## config.mk

```make
export PLATFORM = sky130hd
export DESIGN_NAME = bit_stuffer
export DESIGN_NICKNAME = d
export VERILOG_FILES = /design/src/rtl/usb_tx_pkg.sv /design/src/rtl/run_counter.sv /design/src/rtl/bit_stuffer.sv
export SDC_FILE = /design/constraint.sdc
export NUM_CORES = 1
export LEC_CHECK = 0
export CAP_MARGIN = 15
export CORE_MARGIN = 3
export CORE_UTILIZATION = 45
export CTS_CLUSTER_DIAMETER = 50
export DETAILED_ROUTE_END_ITERATION = 10
export PLACE_DENSITY = 0.71
export SLEW_MARGIN = 20
export SYNTH_ARGS = -nofsm -noshare
export SYNTH_HDL_FRONTEND = slang
export SYNTH_HIERARCHICAL = 1
export SYNTH_SLANG_ARGS = --single-unit
```

## constraint.sdc

```tcl
create_clock -name clk -period 3.6 [get_ports clk]
set_clock_uncertainty 0.1 [all_clocks]
set_input_delay 0.54 -clock clk [delete_from_list [all_inputs] [get_ports clk]]
set_output_delay 0.54 -clock clk [all_outputs]
set_load 0.02 [all_outputs]
```

## src/rtl/usb_tx_pkg.sv

```systemverilog
// Shared USB transmit-path definitions.
// Holds the bit-stuffing run length default and the stuffer state encoding,
// which the NRZI/EOP stages also import for debug visibility.
package usb_tx_pkg;

    // Consecutive 1s that force a stuff bit.
    localparam int unsigned RUN_LEN_DEFAULT = 6;

    typedef enum logic [1:0] {
        IDLE   = 2'd0,
        ACTIVE = 2'd1,
        STUFF  = 2'd2
    } stuff_state_t;

endpackage

```

## src/rtl/run_counter.sv

```systemverilog
// Saturating counter of consecutive 1s in the bit stream.
// Ports:
//   clk, rst  - clock, synchronous active-high reset
//   en        - advance the counter this cycle
//   bit_in    - bit being consumed (1 extends the run, 0 breaks it)
//   clr       - force the count to zero (takes priority over bit_in when en)
//   cnt       - current run length, saturates at RUN_LEN
//   hit       - bit_in would complete a run of RUN_LEN 1s
module run_counter
    import usb_tx_pkg::*;
#(
    parameter int unsigned RUN_LEN = RUN_LEN_DEFAULT
) (
    input  logic                         clk,
    input  logic                         rst,
    input  logic                         en,
    input  logic                         bit_in,
    input  logic                         clr,
    output logic [$clog2(RUN_LEN+1)-1:0] cnt,
    output logic                         hit
);

    localparam int unsigned CW = $clog2(RUN_LEN + 1);
    localparam logic [CW-1:0] HitVal = CW'(RUN_LEN - 1);
    localparam logic [CW-1:0] MaxVal = CW'(RUN_LEN);

    logic [CW-1:0] cnt_q, cnt_d;

    assign hit = (cnt_q == HitVal) & bit_in;
    assign cnt = cnt_q;

    always_comb begin
        cnt_d = cnt_q;
        if (en) begin
            if (clr || !bit_in) begin
                cnt_d = '0;
            end else if (cnt_q != MaxVal) begin
                cnt_d = cnt_q + 1'b1;
            end
        end
    end

    always_ff @(posedge clk) begin
        if (rst) begin
            cnt_q <= '0;
        end else begin
            cnt_q <= cnt_d;
        end
    end

endmodule

```

## src/rtl/bit_stuffer.sv

```systemverilog
// USB transmit bit-stuffing stage: inserts a 0 after every RUN_LEN consecutive
// 1s, with a single output register stage and per-packet stuff-bit count.
// Ports:
//   clk, rst              - clock, synchronous active-high reset
//   in_valid/in_bit/in_last, in_ready   - upstream serial bit stream
//   out_valid/out_bit/out_last, out_ready - stuffed stream to the NRZI encoder
//   pkt_stuffed           - stuff bits inserted in the current/most recent packet
module bit_stuffer
    import usb_tx_pkg::*;
#(
    parameter int unsigned RUN_LEN = RUN_LEN_DEFAULT,
    parameter int unsigned CNT_W   = 8
) (
    input  logic             clk,
    input  logic             rst,
    input  logic             in_valid,
    input  logic             in_bit,
    input  logic             in_last,
    output logic             in_ready,
    output logic             out_valid,
    output logic             out_bit,
    output logic             out_last,
    input  logic             out_ready,
    output logic [CNT_W-1:0] pkt_stuffed
);

    localparam int unsigned CW = $clog2(RUN_LEN + 1);

    stuff_state_t     state_q, state_d;
    logic             out_valid_q, out_valid_d;
    logic             out_bit_q, out_bit_d;
    logic             out_last_q, out_last_d;
    logic             pend_last_q, pend_last_d;
    logic [CNT_W-1:0] pkt_stuffed_q, pkt_stuffed_d;

    logic          slot_free;
    logic          stuff_pending;
    logic          accept;
    logic          run_hit;
    logic [CW-1:0] ones_cnt;

    assign slot_free     = ~out_valid_q | out_ready;
    assign stuff_pending = (state_q == STUFF);
    assign in_ready      = slot_free & ~stuff_pending & ~rst;
    assign accept        = in_valid & in_ready;

    // The stuff bit clears the run; a non-stuffing last bit also ends it.
    run_counter #(
        .RUN_LEN (RUN_LEN)
    ) u_run_counter (
        .clk    (clk),
        .rst    (rst),
        .en     (slot_free & (stuff_pending | accept)),
        .bit_in (in_bit),
        .clr    (stuff_pending | (in_last & ~run_hit)),
        .cnt    (ones_cnt),
        .hit    (run_hit)
    );

    always_comb begin
        state_d       = state_q;
        out_valid_d   = out_valid_q;
        out_bit_d     = out_bit_q;
        out_last_d    = out_last_q;
        pend_last_d   = pend_last_q;
        pkt_stuffed_d = pkt_stuffed_q;

        if (slot_free) begin
            if (stuff_pending) begin
                out_valid_d = 1'b1;
                out_bit_d   = 1'b0;
                out_last_d  = pend_last_q;
                if (pkt_stuffed_q != '1) begin
                    pkt_stuffed_d = pkt_stuffed_q + 1'b1;
                end
                state_d = pend_last_q ? IDLE : ACTIVE;
            end else if (accept) begin
                out_valid_d = 1'b1;
                out_bit_d   = in_bit;
                // First bit of a new packet restarts the count.
                if (state_q == IDLE) begin
                    pkt_stuffed_d = '0;
                end
                if (run_hit) begin
                    // Hold back the packet end until the stuff 0 goes out.
                    pend_last_d = in_last;
                    out_last_d  = 1'b0;
                    state_d     = STUFF;
                end else begin
                    out_last_d = in_last;
                    state_d    = in_last ? IDLE : ACTIVE;
                end
            end else begin
                out_valid_d = 1'b0;
            end
        end
    end

    always_ff @(posedge clk) begin
        if (rst) begin
            state_q       <= IDLE;
            out_valid_q   <= 1'b0;
            out_bit_q     <= 1'b0;
            out_last_q    <= 1'b0;
            pend_last_q   <= 1'b0;
            pkt_stuffed_q <= '0;
        end else begin
            state_q       <= state_d;
            out_valid_q   <= out_valid_d;
            out_bit_q     <= out_bit_d;
            out_last_q    <= out_last_d;
            pend_last_q   <= pend_last_d;
            pkt_stuffed_q <= pkt_stuffed_d;
        end
    end

    assign out_valid   = out_valid_q;
    assign out_bit     = out_bit_q;
    assign out_last    = out_last_q;
    assign pkt_stuffed = pkt_stuffed_q;

    // A pending stuff bit always follows a completed run.
    a_stuff_after_run : assert property (@(posedge clk) disable iff (rst)
        stuff_pending |-> (ones_cnt == CW'(RUN_LEN)));

endmodule

```

* Yosys cells after proc, flatten, opt, wreduce, memory -nomap -nowiden
Index checks and enable logic that the tools add are counted.
** Operators by class
- Add/subtract/negate cells :: 2
- Equality and inequality tests :: 5
- Multiplexer cells :: 18
- Bitwise logic cells :: 13
- Reduce and logical (&&, ||, !) cells :: 10
** Operator list (count)
- 2-to-1 mux 8 bit :: 4
- 2-to-1 mux 1 bit :: 9
- adder 8 x 1 -> 8 bit (second input constant) :: 1
- inequality test 8 bit (second input constant) :: 1
- AND reduction 4 bit :: 2
- bitwise AND 1 bit :: 6
- 2-to-1 mux 2 bit :: 3
- 2-to-1 mux 3 bit :: 2
- nonzero test 2 bit :: 3
- inverter 1 bit :: 4
- AND reduction 2 bit :: 2
- adder 3 x 1 -> 3 bit (second input constant) :: 1
- == test 3 bit (second input constant) :: 1
- inequality test 3 bit (second input constant) :: 1
- OR 1 bit :: 3
- == test 2 bit (second input constant) :: 1
- logical NOT 2 bit :: 1
- inequality test 2 x 1 -> 1 bit (second input constant) :: 1
- logical NOT 1 bit :: 1
- logical OR 1 bit :: 1
** Storage, ports and cells
- Bits in registers :: 17
- Bits of input ports :: 6

* Longest topological paths before layout
- Depth after elaboration :: 8
- Depth in mapped cells :: 8
- Mapped depth without buffers :: 8

* Hierarchy
Netlist, hierarchy kept.
** By module, submodules not included
- bit_stuffer :: times used 1, cells each 96, area each 752.0 um^2, seq. area each 280.3 um^2
- run_counter :: times used 1, cells each 23, area each 197.7 um^2, seq. area each 60.1 um^2

* Least setup slack after synthesis
Ideal clock, no wire load.
- Path type :: flip-flop to output port
- From :: register state_q[0]
- To :: output in_ready
- Data arrival time :: 1089 ps
- Required time :: 2960 ps
- Setup slack :: 1871 ps
- Cell stages (with the launch flop) :: 5
- Path buffers :: 1
- Path through :: dfxtp_1 nand2b_1 clkbuf_1 nand2_1 nor2_1
** Between the ends
- Word-level cells in the longest chain between the ends :: 4
** Ends and longest elaborated chain
- start, declared :: RTL line bit_stuffer.sv:29 : stuff_state_t state_q, state_d;
- start signal, assigned :: RTL line bit_stuffer.sv:108 : state_q <= state_d;
- == test 2 bit :: RTL line bit_stuffer.sv:43 : assign stuff_pending = (state_q == STUFF);
- inverter 1 bit (no line)
- bitwise AND 1 bit (2 in series) :: RTL line bit_stuffer.sv:44 : assign in_ready = slot_free & ~stuff_pending & ~rst;
- end, declared :: RTL line bit_stuffer.sv:19 : output logic in_ready,
No other way between the ends.

* Worst setup path after layout
- From :: input out_ready
- To :: output in_ready
** Between the ends
- Word-level cells in the longest chain between the ends :: 3
** Ends and longest elaborated chain
- start, declared :: RTL line bit_stuffer.sv:23 : input logic out_ready,
- OR 1 bit :: RTL line bit_stuffer.sv:42 : assign slot_free = ~out_valid_q | out_ready;
- bitwise AND 1 bit (2 in series) :: RTL line bit_stuffer.sv:44
No other way between the ends.

==> results.cfg <==
[logic_synthesis]
synth_top_cells_by_area = dfxtp_1 36%, a21oi_1 5.3%, ha_1 5.3%, nor2_1 4.7%, nand2_1 4.3%
yosys_most_used_dff = dfxtp_1
netlist.top_cell.by_area = dfxtp_1
yosys_register_bits = 17
syn_area_um2 = 949.7
nets_in_the_synthesized_netlist = 129
synthesis.yosys.warnings = 6
synth.top_cells.by_count = 17 x dfxtp_1, 12 x nor2_1, 11 x nand2_1, 10 x a21oi_1, 7 x inv_1
synth_edf_count = 0
ys_types = 32
yosysTopAreaCellShare = 0.3584
post_synthesis_sequential_area_ratio = 0.3584
synth_area_per_cell_um2 = 7.980
yosys.cell_count.top_type = dfxtp_1
ys_async_sr_fraction = 0
gate_count_after_technology_mapping = 119

[pwr]
total_power_w = 0.0003387
internal_power_w = 0.0002534
cellLeakagePower_nw = 0.4114
worst_vdd_ir_mv = 0.1644
swShare = 0.2518
net-switching-power_w = 0.00008527
pwr_density_cell_nw_per_um2 = 287.1
seq_power_share = 0.570
power.share.combinational = 0.125
p_clk_frac = 0.305

[floorplanning]
design.core.area_um2 = 1858
die_w_um = 51.94
die-area_um2 = 2698
die_height_um = 51.94
pin_count = 18
number_of_standard_cell_rows_in_the_floorplan = 15
floorplan.initialDensity = 0.5111

[clocking]
post_cts.resized_instances = 0
worstSkewPairLatency_ps = 290
clock-sinks = 17
ctsHtreeMaxLevel = 1
post_cts.repair.setup_buffers = 0
cts_buffer_depth = 2
ctsRootBufferMaster = clkbuf_4
clk_pin_slew_ps = 100
cts-hold-fix-buffers = 0
cts_made_buffers = 3
tritoncts = built

[timing]
finalSetupTns_ps = 0
finalMaxSlewViolations = 0
finalCritPeriodShare = 0.7248
worstMarginPinSlew_ps = 629.5
whs_ps = 367.9
final.min_clock_period_ps = 2609
setup_viol = 0
unrepaired_setup_endpoints_after_global_routing = no
fmaxAchievable_mhz = 383.3
maxSlewHeadroom = 0.5771
hold_viol = 0

[grt]
largest_net_degree_at_the_start_of_global_routing = 11
number_of_antenna_violations_at_the_first_check_in_global_routing = 0
vias_in_the_first_global_route = 836
track_usage = 0.1820
gr-total-overflow = 0
grt_first_pass_wirelength_mm = 3.815

[finish]
post_route_cells_drive_above_1_share = 0.07194
final_net_count = 150
utilization = 0.6350
areaGrowthSynthToFinish_pct = 24.24
layout.filler_cells = 164
layout.cell_area.non_filler_um2 = 1180
n_antenna_cell = 0
multiInputGateArea_um2 = 570.5
area.sequential_um2 = 340.3

[placed_design]
placement.cell_area_um2 = 1154
place.port_buffers = 17
dp.final_hpwl_mm = 1.651
place_congestion = 0.8419

[min_path]
min-delay-path-class = reg -> reg

[setup_path]
end_kind = output port
crit_path_max_fanout = 4
worst-setup-path-type = in -> out
critical_path_arrival_ps = 1970
required_time_worst_endpoint_ps = 2960
worst_setup_path_start_kind = primary input

[run]
drv.max_cap_violation_count = 0

[route]
detailedRoute.firstIterationViolations = 27
detailroute.via_count = 951
antenna_left = 0
drt-total-wl_mm = 2.201
avgRoutedWirePerCell_um = 13.42
drc = 0
via_per_inst = 5.799
drt_first_pass_iters = 4

[status]
status = completed
[path summary, 6_finish.rpt]
path	start	end	slack, ps	cells after the start
max	out_ready	in_ready	990	5
min	out_bit$_SDFFE_PP0P_	out_bit$_SDFFE_PP0P_	370	2
max reg2reg	state_q[1]$_SDFFE_PP0P_	pkt_stuffed[4]$_SDFFE_PP0P_	1720	4
min reg2reg	out_bit$_SDFFE_PP0P_	out_bit$_SDFFE_PP0P_	370	2
[flip-flops by register name, summed over array words and instances, names as in the netlist]
register	cells
pkt_stuffed	8
u_run_counter/cnt	3
state_q	2
out_bit	1
out_last	1
out_valid	1
pend_last_q	1
[area by class of cell]
type                       instances  area share
inverter                           7     0.02227
timing repair buffer              19      0.1569
multi-input combinational         92      0.4836
clock buffer                       4     0.02227
sequential                        17      0.2884
tap                               25     0.02651
[stage by stage]
| stage | std cells | worst slack [ps] |
|---|---|---|
| floorplan | 119 | 1871 |
| global placement | 160 | 1023 |
| detailed placement | 160 | 993.3 |
| CTS | 164 | 982.1 |
| global route | 164 | 889.3 |
| finish | 164 | 990.8 |
[cells in the final DEF, fill, tap and decap left out, drive strengths merged]
cell type	Yosys	layout
a21oi	10	10
o32ai	2	2
a211o	2	2
o2bb2ai	1	1
ha	4	4
dfxtp	17	17
inv	7	7
or4	1	1
clkbuf	2	4
nor3	4	4
a31o	1	1
a31oi	3	3
a211oi	5	5
nand2b	4	4
o41ai	1	1
nor2b	3	3
o21ai	5	5
nand3	6	6
buf	1	2
nand3b	1	1
clkdlybuf4s50	0	17
o311ai	1	1
nand2	11	11
mux2i	2	2
nor2	12	12
and3	2	2
nand4	5	5
or3	1	1
o31ai	5	5
[layer usage]
layer,wire length (um),GRT usage,vias up
met5,0,0,-
met4,8,0.05240,0
met2,963,0.2594,33
li1,-,-,485
met3,138,0.02865,2
met1,1090,0.2762,431
[worst max-delay path, cell delays in order]
cell	delay (ps)
clkdlybuf4s50_1	470
nand2b_1	160
nand2_1	80
nor2_1	100
clkdlybuf4s50_1	610
[logic make-up (layout without fill, tap and decap cells)]
kind of cell    Yosys count  in the layout  share of synthesized area
compound gates           36             36                     0.2517
simple gates             50             50                     0.2754
buf+inv                  10             30                    0.04085
flops                    17             17                     0.3584
fa+ha+maj                 4              4                    0.05270
mux                       2              2                    0.02108
[power by group through the flow]
stage	combinational, W	clock [W]	sequential, W
after floorplan	0.0000201	0	0.000200
after global routing	0.0000464	0.000111	0.000194
after CTS	0.0000421	0.000105	0.000193
after global placement	0.0000416	0	0.000197
final	0.0000422	0.000103	0.000193
after detailed placement	0.0000418	0	0.000198
No activity file was read; power rests on OpenSTA's default activity.
